<file path="config.mk">
export PLATFORM = sky130hd
export DESIGN_NAME = ysyx_25030077_trap_ctrl
export DESIGN_NICKNAME = d
export VERILOG_FILES = /design/src/rtl/ysyx_25030077_pkg.sv /design/src/rtl/ysyx_25030077_inst_legal.sv /design/src/rtl/ysyx_25030077_trap_ctrl.sv
export SDC_FILE = /design/constraint.sdc
export NUM_CORES = 1
export LEC_CHECK = 0
export ABC_AREA = 1
export CAP_MARGIN = 20
export CORE_MARGIN = 1.5
export CORE_UTILIZATION = 47
export CTS_CLUSTER_DIAMETER = 120
export DETAILED_ROUTE_END_ITERATION = 8
export PLACE_DENSITY = 0.87
export SYNTH_ARGS = -nofsm -noshare
export SYNTH_HDL_FRONTEND = slang
export SYNTH_SLANG_ARGS = --single-unit
</file>
<file path="constraint.sdc">
create_clock -name clk -period 3.2 [get_ports clk]
set_input_delay 0.48 -clock clk [delete_from_list [all_inputs] [get_ports clk]]
set_output_delay 0.48 -clock clk [all_outputs]
set_load 0.02 [all_outputs]
</file>
<file path="src/rtl/ysyx_25030077_pkg.sv">
// Shared encodings for the trap controller: RV32I opcodes, trap instruction
// words, FSM states and trap causes.
package ysyx_25030077_pkg;

  localparam logic [6:0] OPC_LUI      = 7'b0110111;
  localparam logic [6:0] OPC_AUIPC    = 7'b0010111;
  localparam logic [6:0] OPC_JAL      = 7'b1101111;
  localparam logic [6:0] OPC_JALR     = 7'b1100111;
  localparam logic [6:0] OPC_BRANCH   = 7'b1100011;
  localparam logic [6:0] OPC_LOAD     = 7'b0000011;
  localparam logic [6:0] OPC_STORE    = 7'b0100011;
  localparam logic [6:0] OPC_OP_IMM   = 7'b0010011;
  localparam logic [6:0] OPC_OP       = 7'b0110011;
  localparam logic [6:0] OPC_MISC_MEM = 7'b0001111;
  localparam logic [6:0] OPC_SYSTEM   = 7'b1110011;

  localparam logic [6:0] F7_BASE = 7'b0000000;
  localparam logic [6:0] F7_ALT  = 7'b0100000;

  localparam logic [31:0] INST_EBREAK = 32'h0010_0073;
  localparam logic [31:0] INST_ECALL  = 32'h0000_0073;

  typedef enum logic [1:0] {
    ST_RUN    = 2'd0,
    ST_DRAIN  = 2'd1,
    ST_REPORT = 2'd2,
    ST_HALT   = 2'd3
  } state_e;

  typedef enum logic {
    CAUSE_BREAK   = 1'b0,
    CAUSE_ILLEGAL = 1'b1
  } cause_e;

endpackage

</file>
<file path="src/rtl/ysyx_25030077_inst_legal.sv">
// Combinational RV32I legality check; ebreak and ecall are the only legal
// SYSTEM encodings.
module ysyx_25030077_inst_legal
  import ysyx_25030077_pkg::*;
(
  input  logic [31:0] inst,
  output logic        legal
);

  logic [6:0] opcode;
  logic [2:0] funct3;
  logic [6:0] funct7;

  assign opcode = inst[6:0];
  assign funct3 = inst[14:12];
  assign funct7 = inst[31:25];

  always_comb begin
    legal = 1'b0;
    case (opcode)
      OPC_LUI, OPC_AUIPC, OPC_JAL: legal = 1'b1;
      OPC_JALR:     legal = (funct3 == 3'b000);
      OPC_BRANCH:   legal = (funct3 != 3'b010) && (funct3 != 3'b011);
      OPC_LOAD:     legal = (funct3 == 3'b000) || (funct3 == 3'b001) ||
                            (funct3 == 3'b010) || (funct3 == 3'b100) ||
                            (funct3 == 3'b101);
      OPC_STORE:    legal = (funct3 == 3'b000) || (funct3 == 3'b001) ||
                            (funct3 == 3'b010);
      OPC_OP_IMM: begin
        case (funct3)
          3'b001:  legal = (funct7 == F7_BASE);
          3'b101:  legal = (funct7 == F7_BASE) || (funct7 == F7_ALT);
          default: legal = 1'b1;
        endcase
      end
      // SUB and SRA are the only alternate-funct7 OP encodings
      OPC_OP:       legal = (funct7 == F7_BASE) ||
                            ((funct7 == F7_ALT) &&
                             ((funct3 == 3'b000) || (funct3 == 3'b101)));
      OPC_MISC_MEM: legal = 1'b1;
      OPC_SYSTEM:   legal = (inst == INST_ECALL) || (inst == INST_EBREAK);
      default:      legal = 1'b0;
    endcase
  end

endmodule

</file>
<file path="src/rtl/ysyx_25030077_trap_ctrl.sv">
// Trap controller: catches ebreak / illegal instructions at retire, drains
// outstanding memory traffic, reports the cause once and halts the core.
//
// state  | meaning
// RUN    | normal execution, watching retiring instructions
// DRAIN  | trap latched, waiting for min cycles and lsu idle
// REPORT | single cycle, cause pulse is high
// HALT   | core stopped until reset
module ysyx_25030077_trap_ctrl
  import ysyx_25030077_pkg::*;
#(
  parameter int unsigned DRAIN_CYCLES = 2
) (
  input  logic        clk,
  input  logic        reset,
  input  logic        inst_valid,
  input  logic [31:0] inst,
  input  logic [31:0] pc,
  input  logic [31:0] a0,
  input  logic        lsu_busy,
  output logic        stall,
  output logic        is_break_out,
  output logic        is_unknown_instruction,
  output logic        halted,
  output logic [31:0] halt_pc,
  output logic [31:0] halt_code
);

  localparam logic [3:0] DRAIN_THRESH = DRAIN_CYCLES[3:0];

  state_e     state, state_nxt;
  cause_e     cause;
  logic [3:0] drain_cnt;
  logic [3:0] drain_cnt_inc;
  logic       legal;
  logic       is_ebreak;
  logic       trap_hit;
  logic       drain_done;
  logic       brk_q;
  logic       ill_q;

  ysyx_25030077_inst_legal u_inst_legal (
    .inst  (inst),
    .legal (legal)
  );

  assign is_ebreak = (inst == INST_EBREAK);
  assign trap_hit  = inst_valid && (is_ebreak || !legal);

  // Exit is judged on the post-increment count so the first DRAIN cycle
  // already counts as one drained cycle.
  assign drain_cnt_inc = (drain_cnt == 4'hF) ? 4'hF : drain_cnt + 4'd1;
  assign drain_done    = (drain_cnt_inc >= DRAIN_THRESH) && !lsu_busy;

  always_comb begin
    state_nxt = state;
    case (state)
      ST_RUN:    if (trap_hit) state_nxt = ST_DRAIN;
      ST_DRAIN:  if (drain_done) state_nxt = ST_REPORT;
      ST_REPORT: state_nxt = ST_HALT;
      ST_HALT:   state_nxt = ST_HALT;
      default:   state_nxt = ST_RUN;
    endcase
  end

  always_comb begin
    stall = 1'b0;
    if (!reset) begin
      stall = (state != ST_RUN) || trap_hit;
    end
  end

  always_ff @(posedge clk) begin
    if (reset) begin
      state     <= ST_RUN;
      drain_cnt <= 4'd0;
      cause     <= CAUSE_BREAK;
      halt_pc   <= 32'd0;
      halt_code <= 32'd0;
      brk_q     <= 1'b0;
      ill_q     <= 1'b0;
    end else begin
      state <= state_nxt;
      if ((state == ST_RUN) && trap_hit) begin
        drain_cnt <= 4'd0;
        cause     <= is_ebreak ? CAUSE_BREAK : CAUSE_ILLEGAL;
        halt_pc   <= pc;
        halt_code <= a0;
      end else if (state == ST_DRAIN) begin
        drain_cnt <= drain_cnt_inc;
      end
      brk_q <= (state_nxt == ST_REPORT) && (cause == CAUSE_BREAK);
      ill_q <= (state_nxt == ST_REPORT) && (cause == CAUSE_ILLEGAL);
    end
  end

  assign is_break_out           = brk_q;
  assign is_unknown_instruction = ill_q;
  assign halted                 = (state == ST_HALT);

endmodule

</file>
==> flow_metrics.env, run 1 <==
export IMPL_postPlaceCellArea_um2=5710
export IMPL_hold_path_class="flip-flop to flip-flop"
export IMPL_drt_initial_drc_count=189
export IMPL_cp_required_ps=2720
export IMPL_critical_path_top_delay_family="buffers and inverters"
export IMPL_fp_row_count=33
export IMPL_fmax_ghz=0.330
export IMPL_syn_nets=783
export IMPL_wl_um=11100
export IMPL_p_total_mw=2.80
export IMPL_hold_violations=0
export IMPL_grt_setup_unrepaired="no"
export IMPL_wire_per_inst_um=11.8
export IMPL_start_util_pct=48.7
export IMPL_ir_drop_mv=0.265
export IMPL_vias_per_cell=4.60
export IMPL_antenna_left=0
export IMPL_drive_above_1_share_pct=3.72
export IMPL_antenna_found_initial=0
export IMPL_grt_pass1_wl_um=17700
export IMPL_worstSetupEndpointType="output pin"
export IMPL_grt_busiest_layer="met2"
export IMPL_area_growth_pct=46.8
export IMPL_cap_violations=0
export IMPL_ys_types=23
export IMPL_slew_viol_final=0
export IMPL_met3_usage_pct=4.94
export IMPL_worstPathMaxFanout=5
export IMPL_slew_headroom_pct=54.2
export IMPL_slowest_stage="clkdlybuf4s50_1"
export IMPL_design_area_um2=5910
export IMPL_grtUsageTotal_pct=24.4
export IMPL_period_minus_slack_ps=3030
export IMPL_gr_total_overflow=0
export IMPL_cp_cell_sequence="clkdlybuf4s50_1 > inv_2 > or2_1 > nor2_1 > nand3_1 > nor2_1 > nand2_1 > nand2_2 > nand2_1 > a21oi_1 > clkdlybuf4s50_1"
export IMPL_die_area_um2=9130
export IMPL_cts_made_buffers=9
export IMPL_core_area_um2=8260
export IMPL_p_leak_nw=3.18
export IMPL_outcome="complete, no violations"
export IMPL_setup_ws_ps=169
export IMPL_post_route_drc_count=0
export IMPL_first_global_vias=4202
export IMPL_r2r_start="state[0]"
export IMPL_die_h_um=95.5
export IMPL_clk_pin_slew_ps=70
export IMPL_post_cts_buffers=0
export IMPL_io_pins=168
export IMPL_nets=932
export IMPL_fin_cells=940
export IMPL_hp_start="cause"
export IMPL_crit_path_start_kind="primary input"
export IMPL_cts_hold_buf=0
export IMPL_slowest_delay_ps=630
export IMPL_cts_buffer_depth=2
export IMPL_cts_tree="built"
export IMPL_cts_sinks=73
export IMPL_synth_seq_cells=73
export IMPL_seq_area_frac_synth_pct=36.3
export IMPL_dp_hpwl_um=7840
export IMPL_timing_final_crit_share_pct=94.7
export IMPL_met2_usage_pct=47.1
export IMPL_place_ws_ps=109
export IMPL_tns_ps=0
export IMPL_port_buffers=167
export IMPL_grt_max_degree=67
export IMPL_drtPass1Iterations=4
export IMPL_clock_skew_ps=9.48
export IMPL_yosysWarnings=0
export IMPL_critPathArrivalTime_ps=2550
export IMPL_postSynthCellCount=681
export IMPL_tightest_slew_ps=687
export IMPL_clockRootBuffer="clkbuf_8"
export IMPL_clock_latency_ps=340
export IMPL_avgSynthCellArea_um2=5.91
export IMPL_path_class="primary input to output pin"
export IMPL_crit_buf_inv=3
export IMPL_power_density_nw_per_um2=474
export IMPL_r2r_slack_ps=1370
export IMPL_dr_total_vias=4324
export IMPL_cp_startpoint="inst[6]"
export IMPL_die_w_um=95.5
export IMPL_dp_cells=924
export IMPL_setup_viol=0
export IMPL_gp_congestion=0.883
export IMPL_grtUsageMet1_pct=24.9
export IMPL_syn_area_um2=4030
export IMPL_cts_max_level=3
## layout make-up
class / count / area (um2)
fillers: 683 / 2350
multi-input cells: 360 / 1610
diodes: 1 / 2.50
clock buffers: 10 / 138
well taps: 105 / 131
inverters: 213 / 800
flip-flops and latches: 73 / 1460
clock inverters: 5 / 56.3
repair buffers: 173 / 1710
## cells in the mapped netlist, drive strengths merged
| master | count | area (um2) |
|---|---|---|
| inv | 213 | 800 |
| nand2 | 164 | 616 |
| nor2 | 95 | 357 |
| dfxtp | 73 | 1460 |
| nand4 | 67 | 419 |
| buf | 21 | 118 |
| clkbuf | 14 | 52.6 |
| nand3 | 14 | 75.1 |
| a21oi | 7 | 35.0 |
| o21ai | 3 | 15.0 |
| ha | 2 | 25.0 |
| nor3 | 2 | 10.0 |
| or2 | 2 | 12.5 |
| a21o | 1 | 7.51 |
| o21a | 1 | 7.51 |
| o22ai | 1 | 6.26 |
| xnor2 | 1 | 8.76 |
## worst reg2reg max path: stages, from the launching register on
cell     delay (ps)
dfxtp_1         360
nor2_4          140
buf_4           550
nand3_2         170
buf_4           300
nand2_1         120
inv_1            50
nor2_1           90
## sequential cells by signal (all words and copies together) (netlist names)
name / count
halt_pc: 32
drain_cnt: 4
state: 2
halt_code: 32
is_break_out: 1
cause: 1
is_unknown_instruction: 1
## routing by layer
metal / wire (um) / share of wire, %
met5: 0 / 0
met4: 290 / 2.6
met3: 520 / 4.7
met2: 5850 / 53
met1: 4430 / 40
## cells in the final DEF, fill, tap and decap left out, types with 3 or more instances in the layout
| master | synthesis | final |
|---|---|---|
| nand2_1 | 164 | 163 |
| nand3_1 | 13 | 13 |
| inv_2 | 3 | 3 |
| nand4_1 | 67 | 67 |
| clkbuf_8 | 0 | 10 |
| a21oi_1 | 7 | 7 |
| inv_1 | 210 | 210 |
| clkdlybuf4s50_1 | 0 | 166 |
| dfxtp_1 | 73 | 73 |
| nor2_1 | 95 | 92 |
| buf_4 | 1 | 6 |
| o21ai_0 | 3 | 3 |
## power breakdown
group / switching [mW] / total, mW / internal, mW
Combinational: 0.546 / 0.996 / 0.450
Clock: 0.338 / 0.714 / 0.376
Sequential: 0.0670 / 1.09 / 1.03
## repair_timing
item                                    4_1_cts  5_1_grt
gates resized for setup                       0        2
endpoints found under the setup margin        0        1
hold endpoints to repair                      0        0
## metrics by stage
stage	hold slack, ps	util [%]
floorplan	391	-
global placement	397	69.1
CTS	427	71.5
global route	455	71.5
finish	421	71.6
detailed placement	417	69.1
## worst paths after layout
kind                                      to  cells past startpoint
worst max-delay path                   stall                     11
worst min-delay path            is_break_out                      1
worst max register to register    halt_pc[4]                      7
worst min register to register  is_break_out                      1
## logic make-up (layout without fill, tap and decap cells)
family                   Yosys count  after routing  synth area share [%]
other                              0              1                     0
adder cells (fa/ha/maj)            2              2                 0.622
AO/OA/AOI/OAI                     13             13                  1.77
XOR/XNOR                           1              1                 0.218
buffers and inverters            248            401                  24.1
AND/OR/NAND/NOR                  344            344                  37.0
flip-flops                        73             73                  36.3
Note: power is estimated with default switching activity, not from simulation.
==> inputs of run 2 (changes only) <==
CORE_UTILIZATION = 42   (was 47)
PLACE_DENSITY = 0.79   (was 0.87)
REMOVE_ABC_BUFFERS = 1   (was default)
==> flow_metrics.env, run 2 (synthesis gave the netlist of run 1 again) <==
export IMPL_slew_headroom_pct=53.4
export IMPL_first_global_vias=3985
export IMPL_final_common_cell="inv_1"
export IMPL_clk_pin_slew_ps=80
export IMPL_drtPass1Iterations=4
export IMPL_cts_max_level=3
export IMPL_cap_violations=0
export IMPL_drive_above_1_share_pct=3.71
export IMPL_antenna_cells=0
export IMPL_place_ws_ps=123
export IMPL_drt_initial_drc_count=190
export IMPL_period_minus_slack_ps=2710
export IMPL_outcome="complete, no violations"
export IMPL_core_area_um2=9280
export IMPL_cts_hold_buf=0
export IMPL_dp_cells=948
export IMPL_met3_length_um=559
export IMPL_nets=932
export IMPL_ir_drop_mv=0.296
export IMPL_io_pins=168
export IMPL_crit_path_end="halt_code[6]"
export IMPL_rr_endpoint="halt_code[6]"
export IMPL_wl_um=10600
export IMPL_worstSetupEndpointType="flip-flop"
export IMPL_utilization_pct=64.8
export IMPL_setup_viol=0
export IMPL_tns_ps=0
export IMPL_dp_hpwl_um=7410
export IMPL_die_h_um=101
export IMPL_worstPathMaxFanout=67
export IMPL_min_path_cells=1
export IMPL_start_util_pct=43.4
export IMPL_antenna_found_initial=0
export IMPL_grt_setup_unrepaired="no"
export IMPL_reg_top3="halt_code (32), halt_pc (32), drain_cnt (4)"
export IMPL_tightest_slew_ps=698
export IMPL_layout_common_cells="inv_1 (210), clkdlybuf4s50_1 (165), nand2_1 (163)"
export IMPL_grt_max_degree=68
export IMPL_fmax_ghz=0.369
export IMPL_worst_r2r_path_depth=7
export IMPL_clock_skew_ps=7.62
export IMPL_cp_required_ps=3470
export IMPL_met2_length_um=5200
export IMPL_critPathArrivalTime_ps=2980
export IMPL_antenna_left=0
export IMPL_dr_total_vias=4278
export IMPL_r2r_start="state[0]"
export IMPL_r2r_slack_ps=1420
export IMPL_post_route_drc_count=0
export IMPL_slew_viol_final=0
export IMPL_grt_pass1_wl_um=17500
export IMPL_path_class="primary input to flip-flop"
export IMPL_cts_tree="built"
export IMPL_power_density_nw_per_um2=499
export IMPL_grtUsageTotal_pct=21.1
export IMPL_hold_path_class="flip-flop to flip-flop"
export IMPL_gp_congestion=0.836
export IMPL_cts_made_buffers=9
export IMPL_setup_ws_ps=489
export IMPL_drt_met1_wl_um=4590
export IMPL_cts_buffer_depth=2
export IMPL_hold_violations=0
export IMPL_gr_total_overflow=0
export IMPL_port_buffers=167
export IMPL_clock_latency_ps=330
export IMPL_wire_per_inst_um=11.0
export IMPL_vias_per_cell=4.44
export IMPL_top_layer="met4"
export IMPL_die_area_um2=10200
export IMPL_clockRootBuffer="clkbuf_8"
export IMPL_cts_sinks=73
export IMPL_final_fill_count=818
export IMPL_timing_final_crit_share_pct=84.7
export IMPL_die_w_um=101
export IMPL_p_leak_nw=3.23
export IMPL_fin_cells=964
export IMPL_fp_row_count=35
export IMPL_cp_startpoint="inst[6]"
export IMPL_crit_path_start_kind="primary input"
export IMPL_area_growth_pct=49.5
==> run 2: cell type report <==
class,count,area [um2],area share (%)
repair buffers,173,1730,28.7
multi-input cells,360,1610,26.7
flip-flops and latches,73,1460,24.3
inverters,213,800,13.3
clock buffers,12,165,2.74
well taps,129,161,2.68
clock inverters,4,97.6,1.62
==> run 2: worst min path at each step <==
stage / startpoint / to / slack (ps)
after CTS: cause / is_break_out / 420
after global routing: cause / is_break_out / 440
after floorplan: cause / is_break_out / 390
final: cause / is_break_out / 410
after global placement: cause / is_break_out / 400
after detailed placement: cause / is_break_out / 400
==> run 2: per-stage QoR <==
step / total power, mW / instance area, um2 / hold slack [ps]
final: 3.01 / 6020 / 412
after global routing: 3.19 / 6020 / 435
after CTS: 3.03 / 6010 / 416
after detailed placement: 2.10 / 5750 / 403
after global placement: 2.08 / 5750 / 397
after floorplan: 1.64 / 3850 / 391
==> run 2: timing repair <==
action	in CTS	in global routing
resized for setup	0	2
buffers inserted	0	0
endpoints found under the setup margin	0	1
==> run 2: layer usage <==
metal,global-route usage [%],vias up
met5,0,-
li1,-,2275
met3,3.74,23
met4,8.55,0
met2,37.3,120
met1,25.2,1860
==> run 2: power by group <==
group / internal, mW / leakage [nW] / switching, mW
clock: 0.583 / 0.129 / 0.341
sequential: 1.02 / 0.604 / 0.0659
combinational: 0.453 / 2.49 / 0.538
==> run 2: critical path, cell delays in order <==
cell             delay (ps)
clkdlybuf4s50_1         510
inv_2                    70
or2_1                   200
nor2_1                   80
nand3_1                  80
nor2_1                  170
nand2_1                  90
nand2_2                  70
buf_4                   530
nand3_2                 170
buf_12                  260
nand2_1                 110
inv_1                    50
nor2_1                   80
==> inputs of run 3 (changes only) <==
CORE_UTILIZATION = 39   (was 42)
PLACE_DENSITY = 0.77   (was 0.79)
clock period = 2.3 ns   (was 3.2 ns; I/O delays follow)
==> flow_metrics.env, run 3 (synthesis gave the netlist of run 1 again) <==
export IMPL_holdWs_ps=419
export IMPL_p_leak_nw=3.40
export IMPL_worstPathMaxFanout=5
export IMPL_critPathArrivalTime_ps=1850
export IMPL_grtUsageTotal_pct=20.0
export IMPL_clock_skew_ps=12.4
export IMPL_drtPass1Iterations=4
export IMPL_postPlaceCellArea_um2=5890
export IMPL_cp_required_ps=1960
export IMPL_reg_top3="halt_code (32), halt_pc (32), drain_cnt (4)"
export IMPL_power_density_nw_per_um2=633
export IMPL_critical_path_top_delay_family="buffers and inverters"
export IMPL_hold_violations=0
export IMPL_timing_final_crit_share_pct=95.5
export IMPL_port_buffers=167
export IMPL_die_w_um=105
export IMPL_cp_startpoint="inst[3]"
export IMPL_wl_um=10800
export IMPL_cts_tree="built"
export IMPL_clockRootBuffer="clkbuf_8"
export IMPL_grt_pass1_wl_um=18000
export IMPL_antenna_found_initial=1
export IMPL_worstSetupEndpointType="output pin"
export IMPL_final_common_cell="inv_1"
export IMPL_crit_path_start_kind="primary input"
export IMPL_cts_sinks=73
export IMPL_critPathMostFrequentCell="nand2_2"
export IMPL_dr_total_vias=4234
export IMPL_cp_cell_sequence="clkdlybuf4s50_1 > inv_2 > nand2_2 > nor2_4 > nand3_2 > nor2_2 > buf_4 > nor2_1 > nand2_1 > nand2_2 > nand2_2 > a21oi_2 > buf_6"
export IMPL_setup_viol=0
export IMPL_cts_max_level=3
export IMPL_io_pins=168
export IMPL_clock_latency_ps=340
export IMPL_dp_hpwl_um=7580
export IMPL_crit_buf_inv=4
export IMPL_slowest_stage="clkdlybuf4s50_1"
export IMPL_tns_ps=0
export IMPL_core_area_um2=9910
export IMPL_path_class="primary input to output pin"
export IMPL_wire_per_inst_um=11.0
export IMPL_r2r_slack_ps=660
export IMPL_grt_max_degree=67
export IMPL_layout_common_cells="inv_1 (208), nand2_1 (160), clkdlybuf4s50_1 (151)"
export IMPL_post_route_drc_count=0
export IMPL_cts_made_buffers=9
export IMPL_slew_viol_final=0
export IMPL_fmax_ghz=0.455
export IMPL_ir_drop_mv=0.357
export IMPL_start_util_pct=40.6
export IMPL_outcome="complete, no violations"
export IMPL_slowest_delay_ps=500
export IMPL_clk_pin_slew_ps=70
export IMPL_drt_initial_drc_count=184
export IMPL_die_area_um2=10900
export IMPL_utilization_pct=62.3
export IMPL_slew_headroom_pct=52.4
export IMPL_hp_start="cause"
export IMPL_cap_violations=0
export IMPL_vias_per_cell=4.31
export IMPL_die_h_um=105
export IMPL_antenna_left=0
export IMPL_fp_row_count=36
export IMPL_period_minus_slack_ps=2200
export IMPL_tightest_slew_ps=714
export IMPL_nets=946
export IMPL_gp_congestion=0.835
export IMPL_gr_total_overflow=0
export IMPL_design_area_um2=6170
export IMPL_area_growth_pct=53.4
export IMPL_drive_above_1_share_pct=6.60
export IMPL_r2r_start="state[0]"
export IMPL_first_global_vias=3860
export IMPL_cts_buffer_depth=2
export IMPL_hold_path_class="flip-flop to flip-flop"
==> run 3: changes by cell type in the layout (fill, tap and decap cells not counted), sizes merged <==
cell	change
clkdlybuf4s50	-14
clkbuf	-1
buf	+15
dlymetal6s2s	+13
clkinv	+3
diode	+1
bufinv	-2
==> run 3: area by class of cell <==
cell class	instances	area, um2
Timing Repair Buffer	187	1910
Clock inverter	5	56.3
Fill cell	954	3730
Inverter	213	800
Sequential cell	73	1460
Tap cell	133	166
Antenna cell	1	2.50
Clock buffer	11	131
Multi-Input combinational cell	360	1640
==> run 3: routing by layer <==
layer	vias up	global-route usage [%]	share of wire (%)
met4	0	6.36	1.9
met3	18	6.24	8.0
met5	-	0	0
met1	1780	24.4	43
li1	2303	-	-
met2	133	33.6	47
==> run 3: metrics by stage <==
| stage | setup slack (ps) | power, mW | instances |
|---|---|---|---|
| floorplan | -1840 | 2.29 | 646 |
| global placement | -384 | 2.95 | 965 |
| detailed placement | -424 | 2.96 | 965 |
| CTS | 16.2 | 3.95 | 981 |
| global route | -12.2 | 4.18 | 982 |
| finish | 104 | 3.91 | 983 |
==> run 3: worst paths after layout <==
path                                endpoint  cells after the start
worst max-delay path                   stall                     13
worst max register to register    halt_pc[5]                      6
worst min-delay path            is_break_out                      1
worst min register to register  is_break_out                      1
==> run 3: repair_timing <==
action / 4_1_cts / 5_1_grt
setup endpoints to repair: 5 / 71
gates resized for setup: 5 / 32
buffers inserted: 0 / 1
hold buffers: 0 / 0
pin swaps: 0 / 19
==> run 3: report_power, final <==
| part | switching (mW) | leakage, nW | internal [mW] | total [mW] |
|---|---|---|---|---|
| combinational | 0.759 | 2.70 | 0.662 | 1.42 |
| clock | 0.472 | 0.0933 | 0.500 | 0.972 |
| sequential | 0.0862 | 0.604 | 1.43 | 1.51 |
==> run 3: worst register-to-register path, cell delays in order, from the launching register on <==
cell and delay (ps):
dfxtp_1 360, nor2_4 140, buf_4 350, buf_4 420, nand4_1 160, nand2_1 90
nor2_1 40
